$ cat config.mk
export PLATFORM = sky130hd
export DESIGN_NAME = nrisc_ula_wb_stage
export DESIGN_NICKNAME = d
export VERILOG_FILES = /design/src/rtl/nrisc_ula_wb_stage.sv
export SDC_FILE = /design/constraint.sdc
export NUM_CORES = 1
export LEC_CHECK = 0
export CORE_ASPECT_RATIO = 0.7
export CORE_MARGIN = 8
export CORE_UTILIZATION = 35
export CTS_CLUSTER_DIAMETER = 30
export DETAILED_ROUTE_END_ITERATION = 16
export SETUP_SLACK_MARGIN = 0.02
export SKIP_CTS_REPAIR_TIMING = 1
export SLEW_MARGIN = 20
export SYNTH_ARGS = -nofsm -noshare
export SYNTH_HDL_FRONTEND = slang
export SYNTH_SLANG_ARGS = --single-unit
$ cat constraint.sdc
create_clock -name clk -period 1.7 [get_ports clk]
set_input_delay 0.17 -clock clk [delete_from_list [all_inputs] [get_ports clk]]
set_output_delay 0.17 -clock clk [all_outputs]
set_load 0.005 [all_outputs]
$ cat src/rtl/nrisc_ula_wb_stage.sv
// Writeback stage behind NRISC_ULA: in-order result FIFO plus architectural flag register.
// Define ULA_WB_BYPASS_EN to forward a result straight through when the FIFO is empty.
module nrisc_ula_wb_stage #(
   parameter int TAM   = 16,
   parameter int DEPTH = 2,
   parameter int REG_W = 3
) (
   input  logic                   clk,
   input  logic                   rst,
   input  logic                   in_valid,
   output logic                   in_ready,
   input  logic [TAM-1:0]         in_data,
   input  logic [2:0]             in_flags,
   input  logic [REG_W-1:0]       in_dest,
   input  logic                   in_setf,
   output logic                   out_valid,
   input  logic                   out_ready,
   output logic [TAM-1:0]         out_data,
   output logic [REG_W-1:0]       out_dest,
   output logic [2:0]             flags_q,
   output logic [$clog2(DEPTH):0] count
);

   localparam int AW = $clog2(DEPTH);
   localparam logic [AW:0] FULL = DEPTH[AW:0];

   logic [TAM-1:0]   r_data [DEPTH];
   logic [REG_W-1:0] r_dest [DEPTH];
   logic [AW-1:0]    r_wr;
   logic [AW-1:0]    r_rd;
   logic [AW:0]      r_count;
   logic [2:0]       r_flags;

   logic w_empty;
   logic w_push;
   logic w_pop;
   logic w_wr;
   logic w_byp;
   logic w_unused;

   assign w_empty  = (r_count == '0);
   assign in_ready = (r_count != FULL);
   assign w_push   = in_valid & in_ready;

`ifdef ULA_WB_BYPASS_EN
   assign w_byp = w_empty & out_ready;
`else
   assign w_byp = 1'b0;
`endif

   // A bypassed result is consumed downstream this cycle, never stored
   assign w_wr     = w_push & ~w_byp;
   assign w_pop    = ~w_empty & out_ready;
   assign w_unused = in_flags[1];

   always_comb begin
      out_valid = 1'b0;
      out_data  = '0;
      out_dest  = '0;
      if (!w_empty) begin
         out_valid = 1'b1;
         out_data  = r_data[r_rd];
         out_dest  = r_dest[r_rd];
      end else if (w_byp) begin
         out_valid = in_valid;
         out_data  = in_data;
         out_dest  = in_dest;
      end
   end

   always_ff @(posedge clk or negedge rst) begin
      if (!rst) begin
         for (int i = 0; i < DEPTH; i++) begin
            r_data[i] <= '0;
            r_dest[i] <= '0;
         end
         r_wr    <= '0;
         r_rd    <= '0;
         r_count <= '0;
      end else begin
         if (w_wr) begin
            r_data[r_wr] <= in_data;
            r_dest[r_wr] <= in_dest;
            r_wr         <= r_wr + 1'b1;
         end
         if (w_pop)
            r_rd <= r_rd + 1'b1;
         unique case ({w_wr, w_pop})
            2'b10:   r_count <= r_count + 1'b1;
            2'b01:   r_count <= r_count - 1'b1;
            default: r_count <= r_count;
         endcase
      end
   end

   // Zero flag is derived here since the ALU always reports it as 0
   always_ff @(posedge clk or negedge rst) begin
      if (!rst)
         r_flags <= 3'b000;
      else if (w_push && in_setf)
         r_flags <= {in_flags[2], (in_data == '0), in_flags[0]};
   end

   assign flags_q = r_flags;
   assign count   = r_count;

endmodule

==> results.txt <==
----------------------------------------------------
[Floorplan]
  # IOs ... 53
  Vertical die dimension ... 80.86 um
  Initial standard-cell utilization of the core ... 0.3654
  Die Width ... 108.7 um
  Number of standard-cell rows in the floorplan ... 23
  Area of the die ... 0.008786 sq mm
  Area inside the core boundary ... 0.005756 sq mm

[Worst setup path]
  Slowest cell delay on critical path ... 400 ps
  FF-to-FF path depth ... 5
  WP data arrival ... 1410 ps
  Category of the worst setup path launch point ... register
  Sort of element at the end of the critical path ... primary output
  Critical R2R Capture ... r_dest[5]
  Slack of the worst reg-to-reg path ... 120 ps
  Data required time of the critical path ... 1530 ps
  Kind of critical path ... register to primary output
  Reg-to-reg startpoint ... count[1]
  Max FO, Critical Path ... 17
  Cells traversed along the worst timing path ... buf_12, buf_4, mux2i_1, nor2_1, dlymetal6s2s_1
  Slowest stage cell, crit path ... dfrtp_1

[Drt]
  Count of TritonRoute iterations in the first routing pass ... 4
  Total routed wirelength ... a little over 5 mm
  First DRT Iteration DRCs ... 39
  Number of design rule violations left after detail routing ... 0
  Post-DR wirelength/cell ... 17.23 um
  Vias per cell ... 4.836
  ANT nets after route ... 0
  Total vias in the final route ... 1,417

[STA]
  Post-Route Skew ... 7.693 ps
  Actual transition at the worst max-transition pin ... 544.6 ps
  Final period util ... 0.9310
  Total setup violations reported at the end of the flow ... 0
  Max frequency ... 0.6318 GHz
  Setup repair after global routing missed its margin ... no
  Headroom to the max-slew limit ... 0.6369
  Number of slew-limit violations in the final report ... 0
  Shortest clock period the worst path allows after layout ... between 1500 and 2000 ps
  Count of endpoints failing hold in the final timing report ... 0

[Synth]
  Synthesized flop and latch total ... 45
  Portion of the post-synthesis area used by sequential elements ... 0.5354
  Yosys synthesis warning count ... 0
  Cell types occupying the most area after synthesis ... dfrtp_1 (54%), mux2_2 (16%), mux2i_1 (9.5%)
  Net Count, Synth ... 180
  Number of different library cells in the post-synthesis netlist ... 21
  Yosys top cell by area ... dfrtp_1
  Post-synth top area share ... 0.5354
  Mean instance size in the synthesized netlist ... roughly 14 sq um
  Cell count after synthesis ... 152
  Post-synthesis instance area ... 0.002103 sq mm

[CTS]
  CTS buffer count ... 5
  Root cell of the clock tree ... clkbuf_8
  Maximum clock insertion buffer count ... 2
  CTS tree ... yes
  Number of sinks handled by clock tree synthesis ... 45
  H-tree depth reported by CTS ... 2
  Clock slew at reported path FFs ... 80 ps
  Clock insertion delay at the later pin of the skew report ... 300 ps

[Job]
  Max Cap Viol ... 0

[Finish]
  Final instance area ... a little under 0.003 sq mm
  Final net count ... 245
  Antenna diode count ... 0
  Area grow syn2layout ... 40.81%
  Ratio of cells with drive above 1 in the final layout ... 0.3028

[Global routing]
  Global-route wire length before repair ... 7.721 mm
  Overflow after GRT ... 0
  Number of global-route vias before repair ... 1,565
  Largest net degree at the start of global routing ... 24
  Initial antenna violation count ... 0
  Global Route Usage Sum ... 0.1121

[Pwr]
  Pleak ... roughly 0.0015 uW
  Post-route total power ... about 5600 uW
  VDD IR-drop max ... 979.7 uV
  Pwr dens ... 1899 mW/mm^2

[Place]
  Post-DP Area ... 0.002740 sq mm
  Final weighted congestion of routability-driven global placement ... a little over 0.7
  Half-perimeter wire length of the detailed placement result ... 3.478 mm
  Buffers on Ports ... 51

[Hold path]
  HP Class ... input port to async pin

[Outcome]
  Outcome ... finished clean

----------------------------------------------------
-- worst max path at each step --
stage	from	endpoint	slack, ps	cells past startpoint
detailed placement	in_valid	r_dest[5]	80	4
finish	r_rd	out_data[5]	120	5
CTS	count[1]	out_data[15]	-260	4
floorplan	count[0]	r_data[20]	230	5
global placement	count[1]	out_data[15]	100	4
global route	r_rd	out_data[5]	30	5
-- power breakdown --
group	total [uW]	internal, uW	switching, uW
combinational	2980	1850	1130
sequential	1920	1620	307
clock	719	367	352
-- layout make-up --
cell class	instances	area (sq um)
Timing Repair Buffer	65	714.4
Inverter	2	7.507
Multi-Input combinational cell	98	917.1
Clock inverter	1	5.005
Sequential cell	45	1127
Clock buffer	7	96.34
Tap cell	75	93.84
Fill cell	508	2794
-- per-layer routing --
layer  up-vias  GRT usage  routed length (um)
met5         -          0                   0
met4         0    0.04082                  48
met3         5    0.04348                 338
met2        40     0.1762                2348
met1       715     0.1379                2313
li1        657          -                   -
-- metrics by stage --
stage | hold slack, ps | worst slack (ps) | utilization | cells | setup TNS, ps
6_report | 392.2 | 117.3 | 0.5146 | 293 | 0
5_1_grt | 426.8 | 28.64 | 0.5146 | 293 | 0
4_1_cts | -151.0 | -256.3 | 0.4937 | 287 | -4173
3_5_place_dp | 181.4 | 81.33 | 0.4761 | 279 | 0
3_3_place_gp | 176.0 | 100.3 | 0.4761 | 279 | 0
2_1_floorplan | -125.6 | 234.7 | - | 152 | 0
-- cell usage in the layout, fill, tap and decap left out, drive strengths merged, types with 2 or more instances in the layout --
master and count:
nand3 2, clkdlybuf4s50 29, inv 2, nor4 4, xnor2 3, xor2 2, dfrtp 45, clkbuf 7
mux2 40, nor2 21, dlymetal6s2s 21, mux2i 20, buf 14
-- worst max-delay path: cells and delay by family, from the launching register on --
family	cells	cell delay, ps
buffers and inverters	3	480
AND/OR/NAND/NOR	1	60
multiplexers	1	180
flip-flops	1	400
-- cell usage after synthesis --
library cell	number
dfrtp_1	45
nor4_1	4
xor2_1	2
and3b_1	1
nor2b_1	1
ha_1	1
mux2i_1	20
inv_1	2
nand2_1	1
buf_2	2
buf_12	1
nand2b_4	1
nand3_1	1
mux2_2	30
mux2_4	10
nand3_4	1
nand4_1	1
nor2_1	21
buf_6	2
clkbuf_1	2
xnor2_1	3
-- state kept, by name (all words and copies together) (netlist names) --
| register | cells |
|---|---|
| r_data | 32 |
| flags_q | 3 |
| r_dest | 6 |
| r_rd | 1 |
| r_wr | 1 |
| count | 2 |
-- cell families (layout without fill, tap and decap cells) --
kind of cell               Yosys count  in the layout  share of synthesized area
DFF                                 45             45                     0.5354
xor gates and xnor gates             5              5                    0.02082
muxes                               60             60                     0.3272
buffers and inverters                9             75                    0.03213
adders and majority gates            1              1                   0.005948
and+or+nand+nor                     32             32                    0.07853
No activity file was read; power rests on OpenSTA's default activity.
